===== src/rtl/dmem_access_arbiter_pkg.sv =====
`default_nettype none
// ============================================================================
// Module  : dmem_access_arbiter_pkg
// Brief   : Shared state encoding and default sizes for the data-memory arbiter.
// Revision: 1.0 - initial release
// ============================================================================
package dmem_access_arbiter_pkg;

  typedef enum logic [1:0] {
    ST_IDLE  = 2'd0,
    ST_BURST = 2'd1,
    ST_FLUSH = 2'd2
  } arb_state_t;

  localparam int c_ADDR_W_DEFAULT       = 5;
  localparam int c_LEN_W_DEFAULT        = 6;
  localparam int c_STARVE_LIMIT_DEFAULT = 4;
  localparam int c_STARVE_W             = 4;

endpackage
`default_nettype wire


===== src/rtl/dmem_starve_counter.sv =====
`default_nettype none
// ============================================================================
// Module  : dmem_starve_counter
// Brief   : Saturating count of contested cycles the CPU has won in a row.
// Revision: 1.0 - initial release
// ============================================================================
module dmem_starve_counter
  import dmem_access_arbiter_pkg::*;
#(
  parameter int LIMIT = c_STARVE_LIMIT_DEFAULT
) (
  input  logic clk,
  input  logic rst,
  input  logic inc,
  input  logic clr,
  output logic at_limit
);

  logic [c_STARVE_W-1:0] r_count;

  always_ff @(posedge clk or posedge rst) begin
    if (rst) begin
      r_count <= '0;
    end else if (clr) begin
      r_count <= '0;
    end else if (inc && (r_count != '1)) begin
      r_count <= r_count + c_STARVE_W'(1);
    end
  end

  assign at_limit = (r_count == c_STARVE_W'(LIMIT));

endmodule
`default_nettype wire


===== src/rtl/dmem_access_arbiter.sv =====
`default_nettype none
// ============================================================================
// Module  : dmem_access_arbiter
// Brief   : Shares the single-port data memory between the MEM stage and a
//           DMA burst port; CPU has priority, bounded by a starvation limit.
// Revision: 1.0 - initial release
// ============================================================================
module dmem_access_arbiter
  import dmem_access_arbiter_pkg::*;
#(
  parameter int STARVE_LIMIT = c_STARVE_LIMIT_DEFAULT,
  parameter int ADDR_W       = c_ADDR_W_DEFAULT,
  parameter int LEN_W        = c_LEN_W_DEFAULT
) (
  input  logic              clk,
  input  logic              rst,
  input  logic              cpu_req,
  input  logic              cpu_we,
  input  logic [ADDR_W-1:0] cpu_addr,
  input  logic [31:0]       cpu_wdata,
  output logic [31:0]       cpu_rdata,
  output logic              cpu_stall,
  input  logic              dma_req,
  input  logic              dma_we,
  input  logic [ADDR_W-1:0] dma_addr,
  input  logic [LEN_W-1:0]  dma_len,
  input  logic [31:0]       dma_wdata,
  output logic              dma_ack,
  output logic [31:0]       dma_rdata,
  output logic              dma_done,
  output logic [ADDR_W-1:0] mem_addr,
  output logic              mem_read,
  output logic              mem_write,
  output logic [31:0]       mem_wdata,
  input  logic [31:0]       mem_rdata
);

  arb_state_t        r_state;
  logic [ADDR_W-1:0] r_ptr;
  logic [LEN_W-1:0]  r_remain;
  logic              r_we;
  logic              r_done;

  logic w_in_burst;
  logic w_at_limit;
  logic w_dma_grant;
  logic w_cpu_grant;
  logic w_starve_inc;
  logic w_starve_clr;
  logic w_last_beat;

  assign w_in_burst   = (r_state == ST_BURST);
  assign w_dma_grant  = w_in_burst && (!cpu_req || w_at_limit);
  assign w_cpu_grant  = cpu_req && !w_dma_grant;
  assign w_starve_inc = w_in_burst && cpu_req && !w_at_limit;
  // Any DMA beat (forced or uncontested) and any non-burst cycle resets fairness.
  assign w_starve_clr = w_dma_grant || !w_in_burst;
  assign w_last_beat  = (r_remain == LEN_W'(1));

  dmem_starve_counter #(
    .LIMIT (STARVE_LIMIT)
  ) u_starve (
    .clk      (clk),
    .rst      (rst),
    .inc      (w_starve_inc),
    .clr      (w_starve_clr),
    .at_limit (w_at_limit)
  );

  always_comb begin
    mem_addr  = '0;
    mem_read  = 1'b0;
    mem_write = 1'b0;
    mem_wdata = '0;
    if (w_dma_grant) begin
      mem_addr  = r_ptr;
      mem_read  = !r_we;
      mem_write = r_we;
      mem_wdata = dma_wdata;
    end else if (w_cpu_grant) begin
      mem_addr  = cpu_addr;
      mem_read  = !cpu_we;
      mem_write = cpu_we;
      mem_wdata = cpu_wdata;
    end
  end

  assign cpu_stall = w_dma_grant && cpu_req;
  assign cpu_rdata = w_cpu_grant ? mem_rdata : '0;
  assign dma_ack   = w_dma_grant;
  assign dma_rdata = w_dma_grant ? mem_rdata : '0;
  assign dma_done  = r_done;

  always_ff @(posedge clk or posedge rst) begin
    if (rst) begin
      r_state  <= ST_IDLE;
      r_ptr    <= '0;
      r_remain <= '0;
      r_we     <= 1'b0;
      r_done   <= 1'b0;
    end else begin
      r_done <= 1'b0;
      case (r_state)
        ST_IDLE: begin
          if (dma_req) begin
            if (dma_len != '0) begin
              r_ptr    <= dma_addr;
              r_remain <= dma_len;
              r_we     <= dma_we;
              r_state  <= ST_BURST;
            end else begin
              r_state <= ST_FLUSH;
              r_done  <= 1'b1;
            end
          end
        end
        ST_BURST: begin
          if (w_dma_grant) begin
            r_ptr    <= r_ptr + ADDR_W'(1);
            r_remain <= r_remain - LEN_W'(1);
            if (w_last_beat) begin
              r_state <= ST_FLUSH;
              r_done  <= 1'b1;
            end
          end
        end
        ST_FLUSH: begin
          r_state <= ST_IDLE;
        end
        default: begin
          r_state <= ST_IDLE;
        end
      endcase
    end
  end

endmodule
`default_nettype wire


===== config.mk =====
export PLATFORM = sky130hd
export DESIGN_NAME = dmem_access_arbiter
export DESIGN_NICKNAME = d
export VERILOG_FILES = /design/src/rtl/dmem_access_arbiter_pkg.sv /design/src/rtl/dmem_starve_counter.sv /design/src/rtl/dmem_access_arbiter.sv
export SDC_FILE = /design/constraint.sdc
export NUM_CORES = 1
export LEC_CHECK = 0
export CAP_MARGIN = 40
export CELL_PAD_IN_SITES_DETAIL_PLACEMENT = 1
export CELL_PAD_IN_SITES_GLOBAL_PLACEMENT = 2
export CORE_MARGIN = 2
export CORE_UTILIZATION = 14
export CTS_BUF_LIST = sky130_fd_sc_hd__clkbuf_8
export CTS_CLUSTER_DIAMETER = 50
export CTS_CLUSTER_SIZE = 20
export DETAILED_ROUTE_END_ITERATION = 7
export PLACE_DENSITY_LB_ADDON = 0.1
export SYNTH_ARGS = -nofsm -noshare
export SYNTH_HDL_FRONTEND = slang
export SYNTH_SLANG_ARGS = --single-unit

===== constraint.sdc =====
create_clock -name clk -period 3.65 [get_ports clk]
set_input_delay 1.095 -clock clk [delete_from_list [all_inputs] [get_ports clk]]
set_output_delay 1.095 -clock clk [all_outputs]
set_load 0.02 [all_outputs]

# Word level (Yosys, flattened, before mapping)
# Index checks and enable logic that the tools add are counted.
# W data, S select, Z words.
dict set report totals {
  ff_bits 19
  output_inout_bits 106
  word_cells 68
}
dict set report op_classes {
  n_addsub 3
  eq_ne 8
  n_mux 30
  n_reduce_logical 21
}
# cell n
set op_table {}
lappend op_table {{$mux W32} 4}
lappend op_table {{$mux W5} 5}
lappend op_table {{$mux W6} 3}
lappend op_table {{$pmux W6 S2} 1}
lappend op_table {{$pmux W5 S2} 1}
lappend op_table {{$mux W1} 8}
lappend op_table {{$mux W2} 4}
lappend op_table {{$mux W4} 2}
lappend op_table {{$eq A6 B1 Y1 const B} 1}
lappend op_table {{$logic_and A1 B1 Y1} 6}
lappend op_table {{$logic_not A1 Y1} 6}
lappend op_table {{$reduce_and A3 Y1} 2}
lappend op_table {{$reduce_bool A6 Y1} 1}
lappend op_table {{$sub A6 B1 Y6 const B} 1}
lappend op_table {{$add A5 B1 Y5 const B} 1}
lappend op_table {{$add A4 B1 Y4 const B} 1}
lappend op_table {{$eq A4 B3 Y1 const B} 1}
lappend op_table {{$ne A2 B1 Y1 const B} 2}
lappend op_table {{$ne A2 B2 Y1 const B} 2}
lappend op_table {{$ne A4 B4 Y1 const B} 1}
lappend op_table {{$pmux W2 S2} 1}
lappend op_table {{$reduce_and A4 Y1} 1}
lappend op_table {{$reduce_bool A2 Y1} 2}
lappend op_table {{$eq A2 B1 Y1 const B} 1}
lappend op_table {{3 further kinds} 4}

# Logic depth before layout (Yosys ltp)
dict set report depth {
  depth_word 7
  mapped_depth 10
  depth_no_buf 8
}

# Hierarchy
# From an unflattened synthesis, not the netlist that was laid out.
dict set report unflattened {
  hier_cells 333
  area_unflattened_um2 2214.6
}
# mod n_inst cells_each area_per_inst_um2 seq_area_each_um2
set by_module_without_submodules {}
lappend by_module_without_submodules {dmem_access_arbiter 1 308 1959.4 375.4}
lappend by_module_without_submodules {dmem_starve_counter 1 25 255.2 100.1}

# Worst setup path before layout
# No wires, ideal clock.
dict set report synth_timing {
  path_kind {input to output}
  start {input cpu_req}
  end {output mem_addr[0]}
  arrival_time_ns 2.165
  t_required_ns 2.555
  slack_ns 0.390
  cell_stages 4
  cell_sequence {clkbuf_1 -> clkbuf_1 -> nand2_1 -> o21ai_0}
}
dict set report synth_between {
  elab_chain_cells 7
}
# element line_no
set synth_lines {}
lappend synth_lines {{start, declared} dmem_access_arbiter.sv:17} ;# input logic cpu_req,
lappend synth_lines {{$logic_not A1 Y1} dmem_access_arbiter.sv:53} ;# assign w_dma_grant = w_in_burst && (!cpu_req || w_at_limit);
lappend synth_lines {{$logic_or A1 B1 Y1} dmem_access_arbiter.sv:53}
lappend synth_lines {{$logic_and A1 B1 Y1} dmem_access_arbiter.sv:53}
lappend synth_lines {{$logic_not A1 Y1} dmem_access_arbiter.sv:54} ;# assign w_cpu_grant = cpu_req && !w_dma_grant;
lappend synth_lines {{$logic_and A1 B1 Y1} dmem_access_arbiter.sv:54}
lappend synth_lines {{$mux W5} dmem_access_arbiter.sv:80} ;# end else if (w_cpu_grant) begin
lappend synth_lines {{$mux W5 (*)} dmem_access_arbiter.sv:75} ;# if (w_dma_grant) begin
lappend synth_lines {{end, declared} dmem_access_arbiter.sv:31} ;# output logic [ADDR_W-1:0] mem_addr,
# Mark *: on every way between the ends. The rest lies on a longest branch, timed or not.

# Worst setup path in the final report
dict set report layout_timing {
  start {input cpu_req}
  end {output cpu_rdata[28]}
}
dict set report layout_between {
  elab_chain_cells 6
}
# element line_no
set layout_lines {}
lappend layout_lines {{$logic_not A1 Y1} dmem_access_arbiter.sv:53}
lappend layout_lines {{$logic_or A1 B1 Y1} dmem_access_arbiter.sv:53}
lappend layout_lines {{$logic_and A1 B1 Y1} dmem_access_arbiter.sv:53}
lappend layout_lines {{$logic_not A1 Y1} dmem_access_arbiter.sv:54}
lappend layout_lines {{$logic_and A1 B1 Y1 (*)} dmem_access_arbiter.sv:54}
lappend layout_lines {{$mux W32 (*)} dmem_access_arbiter.sv:89} ;# assign cpu_rdata = w_cpu_grant ? mem_rdata : '0;
lappend layout_lines {{end, declared} dmem_access_arbiter.sv:21} ;# output logic [31:0] cpu_rdata,
# Marks and branches as above.

==> flow_summary_export.csv <==
group,metric,value,unit
power,vdd_drop_max,0.164,mV
synthesis,yosys.area.top_type,"dfrtp_1",
job,maxCapViolCount,0,
placement,globalplace.congestion,0.768,
die,top_level_ports,224,
layout,inserted_diodes,0,
layout,drive_gt1_frac,0.0584,
power,power.density_cell_area,324,nW/um^2
worst_setup_path,critical_path_class,"in2out",
placement,placement.io_buffers,223,
routing,vias,3126,
routing,via_per_inst,4.25,
timing,setup-violations-final,0,
power,cellLeakagePower,2.51,nW
routing,final_antenna_net_count,0,
timing,grt_setup_unrepaired,"true",
die,die_width,127,um
layout,nets,672,
synthesis,netlist_instances,335,
grt,grt_overflow,0,
worst_setup_path,cp.arrival,2.48,ns
hold_path,hold_path_class,"reg2reg",
layout,num-fill-cells,1808,
placement,post-dp-hpwl,10500,um
synthesis,post_synth_num_cell_types,39,
routing,firstDrtPassIters,4,
die,fp.dieArea,16200,sq um
clock_tree,postCtsSetupRepairBufs,0,
timing,final_max_slew_viol_count,0,
worst_setup_path,worstPathMaxFanout,33,
routing,detailedRoute.firstIterationViolations,88,
clock_tree,cts.root.buffer_cell,"clkbuf_8",
synthesis,synth-edff-count,0,
layout,layout.cells.most_common,"clkdlybuf4s50_1",
clock_tree,cts_tree,"built",
synthesis,netlist_top_cells_area,"dfrtp_1 22%, nand2_1 16%, o21ai_0 10%",
timing,fin_ws,0.0762,ns
worst_setup_path,timing.reg2reg.setup_slack,1.61,ns
clock_tree,h-tree-depth,1,
status,run_status,"finished, final reports clean",
timing,totalNegativeSetupSlack,0,ns
die,core_region_area,15000,sq um
clock_tree,cts-root-to-sink-buffers,2,
synthesis,mappedNetlistArea,2130,sq um
worst_setup_path,setup.worst_path.start_class,"input port",
clock_tree,cts-buffers-inserted,3,
routing,drt-total-wl,13000,um
die,placementRows,45,
routing,detail_route.wl_per_cell,17.7,um
worst_setup_path,crit_path_end_kind,"primary output",
synthesis,synth.top_cell.area_share,0.223,
grt,track_usage,0.151,
routing,drt_drc_violations_left,0,
timing,timing.final.crit_share,0.979,
synthesis,synth_flop_cell,"dfrtp_1",
clock_tree,tritoncts_num_sinks,19,
synthesis,post_synth.cell_area_avg,6.37,sq um
clock_tree,cts.hold.buffers_added,0,
synthesis,yosys_warnings,0,
timing,fin_crit,3.57,ns
die,overall_die_height,127,um
placement,dpl_worst_slack,-0.0640,ns
grt,grt_max_degree,47,
timing,fin_worst_skew,0.00441,ns
timing,report.final.hold_viol_count,0,
grt,first_global_vias,3237,
synthesis,synth.ff_latch_count,19,
layout,synthToLayoutAreaGrowth,124,%
synthesis,postSynth.asyncResetShare,1.00,
synthesis,yosysSeqAreaShare,0.223,
synthesis,mapped_nets,458,
clock_tree,insertion_delay,0.26,ns
layout,most_frequent_cells_in_the_layout,"153 x clkdlybuf4s50_1, 91 x nand2_1, 43 x o21ai_0",
timing,relSlewSlack,0.502,
grt,grt_pass1_wl,19500,um
clock_tree,clk_transition_reported_paths,0.08,ns
timing,timing.fmax,280,MHz
timing,worst-slew-pin-transition,0.744,ns
worst_setup_path,timing.critical_path.required,2.55,ns
grt,initial_antenna_violation_count,0,
die,initial_core_util,0.142,
[state kept, by name, summed over array words and instances (netlist names)]
register and cells:
r_we 1, r_remain 6, r_state 2, r_ptr 5, dma_done 1, u_starve.r_count 4
[area by class of cell]
cell class              instances  area [sq um]  share of cell area
inverters                       6          22.5             0.00472
flip-flops and latches         19           475              0.0997
repair buffers                239          2490               0.522
well taps                     188           235              0.0493
clock buffers                   3          41.3             0.00865
clock inverters                 1          5.00             0.00105
multi-input cells             280          1500               0.315
[final timing paths]
kind / start / endpoint / cells after the start
worst max-delay path: cpu_req / cpu_rdata[28] / 6
worst min-delay path: r_state[1]$_DFFE_PP0P_ / r_state[0]$_DFFE_PP0P_ / 1
worst max register to register: u_starve.r_count[0]$_DFFE_PP0P_ / r_remain[0]$_DFFE_PP0P_ / 6
worst min register to register: r_state[1]$_DFFE_PP0P_ / r_state[0]$_DFFE_PP0P_ / 1
max in group asynchronous: rst / r_state[1]$_DFFE_PP0P_ / 3
min in group asynchronous: rst / r_remain[1]$_DFFE_PP0P_ / 2
[where the power goes]
group | switching, W | total, W | internal, W
registers | 0.0000879 | 0.000373 | 0.000285
clock network | 0.0000819 | 0.000158 | 0.0000762
logic | 0.000517 | 0.00101 | 0.000496
total | 0.000687 | 0.00154 | 0.000857
[cells in the mapped netlist, types with 5 or more instances]
| master | n |
|---|---|
| and2_1 | 33 |
| dfrtp_1 | 19 |
| and3_1 | 32 |
| clkbuf_1 | 21 |
| nor2_1 | 12 |
| inv_1 | 6 |
| buf_2 | 7 |
| nand3_1 | 8 |
| nand2_1 | 91 |
| a21oi_1 | 8 |
| a31oi_1 | 9 |
| ha_1 | 5 |
| o21ai_0 | 43 |
[stage by stage]
step | area (sq um) | total power [W] | hold slack [ns] | util | std cells
detailed placement | 4680 | 0.00145 | 0.541 | 0.311 | 732
floorplan | 2130 | 0.000892 | 0.494 | - | 335
global route | 4770 | 0.00168 | 0.577 | 0.317 | 736
global placement | 4660 | 0.00142 | 0.528 | 0.310 | 731
CTS | 4680 | 0.00157 | 0.547 | 0.312 | 736
finish | 4770 | 0.00154 | 0.544 | 0.317 | 736
[critical path: stages]
cell and delay [ns]:
buf_2 0.13, nand2_1 0.06, nand2_1 0.13, buf_8 0.22, and3_1 0.18, clkdlybuf4s50_1 0.63
[routing by layer]
layer | track usage | vias to the layer above | wire length (um)
li1 | - | 1562 | -
met1 | 0.193 | 1448 | 5680
met2 | 0.269 | 108 | 6410
met3 | 0.0289 | 8 | 828
met4 | 0.0213 | 0 | 93
met5 | 0 | - | 0
[timing repair]
item                                    4_1_cts  5_1_grt
gates resized for setup                      31       34
endpoints found under the setup margin       35       60
gates cloned                                  0        0
[logic make-up (layout without fill, tap and decap cells)]
group,after synthesis,count (layout),share of synthesized area
and+or+nand+nor,197,197,0.459
AOI/OAI and AO/OA,74,74,0.198
buffers and inverters,36,249,0.0727
DFF,19,19,0.223
adders and majority gates,5,5,0.0293
muxes,3,3,0.0147
xor gates and xnor gates,1,1,0.00411
Note: power is estimated with default switching activity, not from simulation.
==> variant 1, RTL diff (same settings) <==
Set the package constant `c_LEN_W_DEFAULT` to 12 (it was 6).
--- a/src/rtl/dmem_access_arbiter_pkg.sv
+++ b/src/rtl/dmem_access_arbiter_pkg.sv
@@ -14,5 +14,5 @@
 
   localparam int c_ADDR_W_DEFAULT       = 5;
-  localparam int c_LEN_W_DEFAULT        = 6;
+  localparam int c_LEN_W_DEFAULT        = 12;
   localparam int c_STARVE_LIMIT_DEFAULT = 4;
   localparam int c_STARVE_W             = 4;
Ports: changed (resized dma_len); port bits go from 224 to 230. The function was not compared with the original's and may differ.
==> variant 1 against the original RTL <==
  * Wire length grew 26%
  * Largest cell class unchanged
  * Total power shrank 3.0%
  * Worst setup slack gained 73 ps
  * Combinational power shrank 17%
  * Sequential cell count grew 6
  * Synthesized area grew 22%
  * Clock skew shrank 2.6 ps
  * Critical endpoint is now dma_rdata[31]
  * Cell area grew 11%
  * Die area grew 21%
==> variant 1: results (changes against the original RTL) <==
| Metric | Value |
|---|---|
| Worst hold slack | 541.1 ps (-2.675 ps) |
| CTS resizes | 99 (+220%) |
| P_seq | 0.474 mW (+27%) |
| Post-CTS Setup Inserts | 2 (+2) |
| Arrival time worst endpoint | 2410 ps (-70 ps) |
| CP peak stage delay | 560 ps (-70 ps) |
| Initial antenna violation count | 3 (+3) |
| Rel. slew slack | 63.41% (+13 points) |
| Commonest cells post-synth | nand2_1 (79), nand3_1 (44), and2_1 (33), and3_1 (32), clkbuf_1 (26) |
| Switching Share | 43.25% (-1.2 points) |
| FMAX | 285.6 MHz (+2.1%) |
| First-pass GRT wire length | 24.12 mm (+24%) |
| Area after DPL | 5299 um^2 (+13%) |
| All-Layer GR Usage | 15.74% (+0.67 points) |
| Vias after detailed routing | 3,675 (+18%) |
| Vias in the first global route | 3,768 (+16%) |
| Port bufs | 229 (+2.7%) |
| Largest net degree at the start of global routing | 70 (+49%) |
| Clk slew on worst S/H paths | 100 ps (+20 ps) |
| Placed Cells | 825 (+13%) |
| Share of cells above drive strength 1 | 6.965% (+1.1 points) |
| Via density | 4.401 (+3.6%) |
| Gpl congestion | 0.8348 (+8.7%) |
| Sequential area share after synthesis | 24.05% (+1.8 points) |
| Ranking of synthesized cells by area | dfrtp_1 (24%), nand2_1 (11%), nand3_1 (8.5%), and2_1 (7.9%), and3_1 (7.7%) |
| Hold Crit Start | r_remain[6] |
| Synth Net Count | 507 (+11%) |
| Pwr Total | 1.498 mW (-3.0%) |
| Setup Skew | 1.801 ps (-2.613 ps) |
| Wire length per cell | 19.57 um (+11%) |
| Worst IR Drop VDD | 0.1437 mV (-12%) |
| R2r endpoint | r_we |
| Nets | 733 (+9.1%) |
| Synth Instances | 378 (+13%) |
| Hold endpoint | r_remain[6] |
| CP Capture Point | dma_rdata[31] |
| Status | complete, no violations |
| Later-pin clock latency in the skew report | 280 ps (+20 ps) |
| Crit path max fanout | 9 (-73%) |
| Power in combinational cells | 0.842 mW (-17%) |
| Static Leak | 2.619 nW (+4.5%) |
| Top flop regs | r_remain x12, r_ptr x5, u_starve.r_count x4 |
| Pre-CTS WS | -127.2 ps (-63.22 ps) |
| DRT iter0 DRCs | 111 (+26%) |
| DP Wirelength | 12.88 mm (+22%) |
| R2r setup slk | 1580 ps (-30 ps) |
| Post-synthesis cell type count | 46 (+18%) |
==> variant 1: area by class of cell <==
type	count	area, um^2
Clock inverter	1	5.005
Inverter	11	41.29
Clock buffer	3	41.29
Tap cell	229	286.5
Sequential cell	25	625.6
Fill cell	2168	12810
Antenna cell	3	7.507
Timing Repair Buffer	255	2467
Multi-Input combinational cell	308	1800
==> variant 1: cell families (layout without fill, tap and decap cells) <==
family | after synthesis | after routing | synth area share (%)
AND/OR/NAND/NOR | 240 | 240 | 47.52
AO/OA/AOI/OAI | 56 | 56 | 16.11
buffers and inverters | 45 | 270 | 7.167
flip-flops | 25 | 25 | 24.05
multiplexers | 6 | 6 | 2.405
adder cells (fa/ha/maj) | 5 | 5 | 2.405
XOR/XNOR | 1 | 1 | 0.3368
other | 0 | 3 | 0
==> variant 1: metal layers <==
metal	track usage [%]	vias to the layer above	routed length, um
met3	2.291	11	789
met4	2.977	0	225
met1	18.88	1759	6737
li1	-	1793	-
met5	0	-	0
met2	29.82	112	8586
==> variant 2, RTL diff (same settings) <==
Made on the original files. Make the reset (`rst`) synchronous in 2 clocked blocks.
--- a/src/rtl/dmem_starve_counter.sv
+++ b/src/rtl/dmem_starve_counter.sv
@@ -19,5 +19,5 @@
   logic [c_STARVE_W-1:0] r_count;
 
-  always_ff @(posedge clk or posedge rst) begin
+  always_ff @(posedge clk) begin
     if (rst) begin
       r_count <= '0;
--- a/src/rtl/dmem_access_arbiter.sv
+++ b/src/rtl/dmem_access_arbiter.sv
@@ -92,5 +92,5 @@
   assign dma_done  = r_done;
 
-  always_ff @(posedge clk or posedge rst) begin
+  always_ff @(posedge clk) begin
     if (rst) begin
       r_state  <= ST_IDLE;
Function: differs if rst is asserted again (counterexample within 4 cycles, from zero or initial values and one cycle with rst high); with rst held inactive, the same outputs for 4 cycles.
==> variant 2 against the original RTL <==
  * Sequential share of layout area is 2.2 points lower
  * Critical path depth is 1 higher
  * Largest cell class unchanged
  * Total power is 33% lower
  * Highest routed layer is now met5
  * Critical endpoint is now cpu_stall
  * Worst setup slack worse by 27 ps
  * Sequential cell count stayed put
  * Sequential power is 35% lower
  * Utilization is 0.76 points higher
  * Non-clock buffer count is 3 higher
  * First-iteration DRC count is 43% higher
  * Count of clock-buffer cells in the layout stayed put
  * Synthesized area is 1.1% higher
  * Cell area is 3.1% higher
  * Wire length is 4.5% higher
  * Critical path type unchanged
==> variant 2: results (changes against the original RTL) <==
| Metric | Value |
|---|---|
| Routed WL | 13.61 mm (+4.5%) |
| Arrival time worst endpoint | 2510 ps (+30 ps) |
| Vias after detailed routing | 3,269 (+4.6%) |
| Rel. slew slack | 58.70% (+8.5 points) |
| Port bufs | 223 (unchanged) |
| DP Wirelength | 10.69 mm (+1.5%) |
| Gpl congestion | 0.7933 (+3.3%) |
| DRT iter0 DRCs | 126 (+43%) |
| Yosys warns | 0 (unchanged) |
| TritonCTS buffer count | 3 (unchanged) |
| Post-synthesis cell type count | 46 (+18%) |
| Clk. pwr | 0.153 mW (-3%) |
| Area after DPL | 4654 um^2 (-0.45%) |
| Setup Skew | 2.165 ps (-2.249 ps) |
| Synth Area per Inst | 6.271 um^2 (-1.5%) |
| Post-synth top flop | dfxtp_1 |
| HP Class | reg2reg |
| Pre-CTS WS | -90.16 ps (-26.14 ps) |
| Top flop regs | r_remain x6, r_ptr x5, u_starve.r_count x4 |
| Sequential area share after synthesis | 17.63% (-4.7 points) |
| Wire length per cell | 18.21 um (+3.0%) |
| Initial antenna violation count | 1 (+1) |
| Share of cells above drive strength 1 | 6.082% (+0.24 points) |
| Crit path max fanout | 30 (-9.1%) |
| Static Leak | 3.296 nW (+31%) |
| Nets | 683 (+1.6%) |
| N_diodes | 0 (unchanged) |
| Pre-Repair DR Iteration Count | 6 (+2) |
| First-pass GRT wire length | 19.96 mm (+2.5%) |
| Vias in the first global route | 3,196 (-1.3%) |
| Fillers | 1,814 (+0.33%) |
| Synth Net Count | 467 (+2.0%) |
| Internal power of the cells | 0.6267 mW (-27%) |
| Largest net degree at the start of global routing | 31 (-34%) |
| Power in combinational cells | 0.644 mW (-36%) |
| Clk root buf | clkbuf_8 |
| Later-pin clock latency in the skew report | 260 ps (about the same) |
| Clk buf depth | 2 (unchanged) |
| Worst IR Drop VDD | 0.1120 mV (-31%) |
| Status | complete, no violations |
| Commonest cells post-synth | nand2_1 (89), nand3_1 (44), and2_1 (35), and3_1 (33), dfxtp_1 (19) |
| Asr flop ratio synth | 0% (-100 points) |
| Placed Cells | 740 (+1.1%) |
| H-Tree Depth | 1 (unchanged) |
| Pwr dens | 211.7 nW/um^2 (-35%) |
| All-Layer GR Usage | 15.44% (+0.37 points) |
| Clk slew on worst S/H paths | 80 ps (about the same) |
| Ranking of synthesized cells by area | dfxtp_1 (18%), nand2_1 (15%), nand3_1 (10%), and2_1 (10%), and3_1 (9.6%) |
## variant 2: critical path, cell delays in order
cell             delay [ps]
buf_2                   110
inv_1                   110
o21ai_4                 100
buf_4                   170
buf_12                  150
nor2_1                   90
clkdlybuf4s50_1         680
## variant 2: routing by layer
| metal | global-route usage (%) | part of all wire (%) |
|---|---|---|
| met1 | 19.48 | 43 |
| met2 | 27.96 | 50 |
| met3 | 3.172 | 6.2 |
| met4 | 1.551 | 0.25 |
| met5 | 0 | 0.12 |
## variant 2: area by class of cell
type / instances / area [um^2] / share of cell area (%)
repair buffers: 242 / 2636 / 53.57
multi-input cells: 284 / 1584 / 32.19
clock inverters: 1 / 3.754 / 0.07628
clock buffers: 3 / 41.29 / 0.8391
flip-flops and latches: 19 / 380.4 / 7.729
well taps: 188 / 235.2 / 4.780
inverters: 10 / 40.04 / 0.8136
## variant 2: cell families (layout without fill, tap and decap cells)
family,count (synthesis),in the layout,share of synthesized area [%]
AND/OR/NAND/NOR,232,232,53.36
AO/OA/AOI/OAI,44,44,15.31
adder cells (fa/ha/maj),5,5,2.900
multiplexers,2,2,0.9281
buffers and inverters,41,256,9.454
flip-flops,19,19,17.63
XOR/XNOR,1,1,0.4061
## variant 2: final timing paths
| check | cells past startpoint | end | from | slack (ps) |
|---|---|---|---|---|
| max reg2reg | 9 | r_remain[0] | u_starve.r_count[0] | 1380 |
| min | 2 | r_remain[5] | r_remain[5] | 470 |
| max | 7 | cpu_stall | cpu_req | 50 |
| min reg2reg | 2 | r_remain[5] | r_remain[5] | 470 |
## variant 2: timing repair
action                                  in CTS  in global routing
pin swaps                                    1                  1
endpoints found under the setup margin      74                 79
gates resized for setup                     26                 83
setup buffers                                0                  3
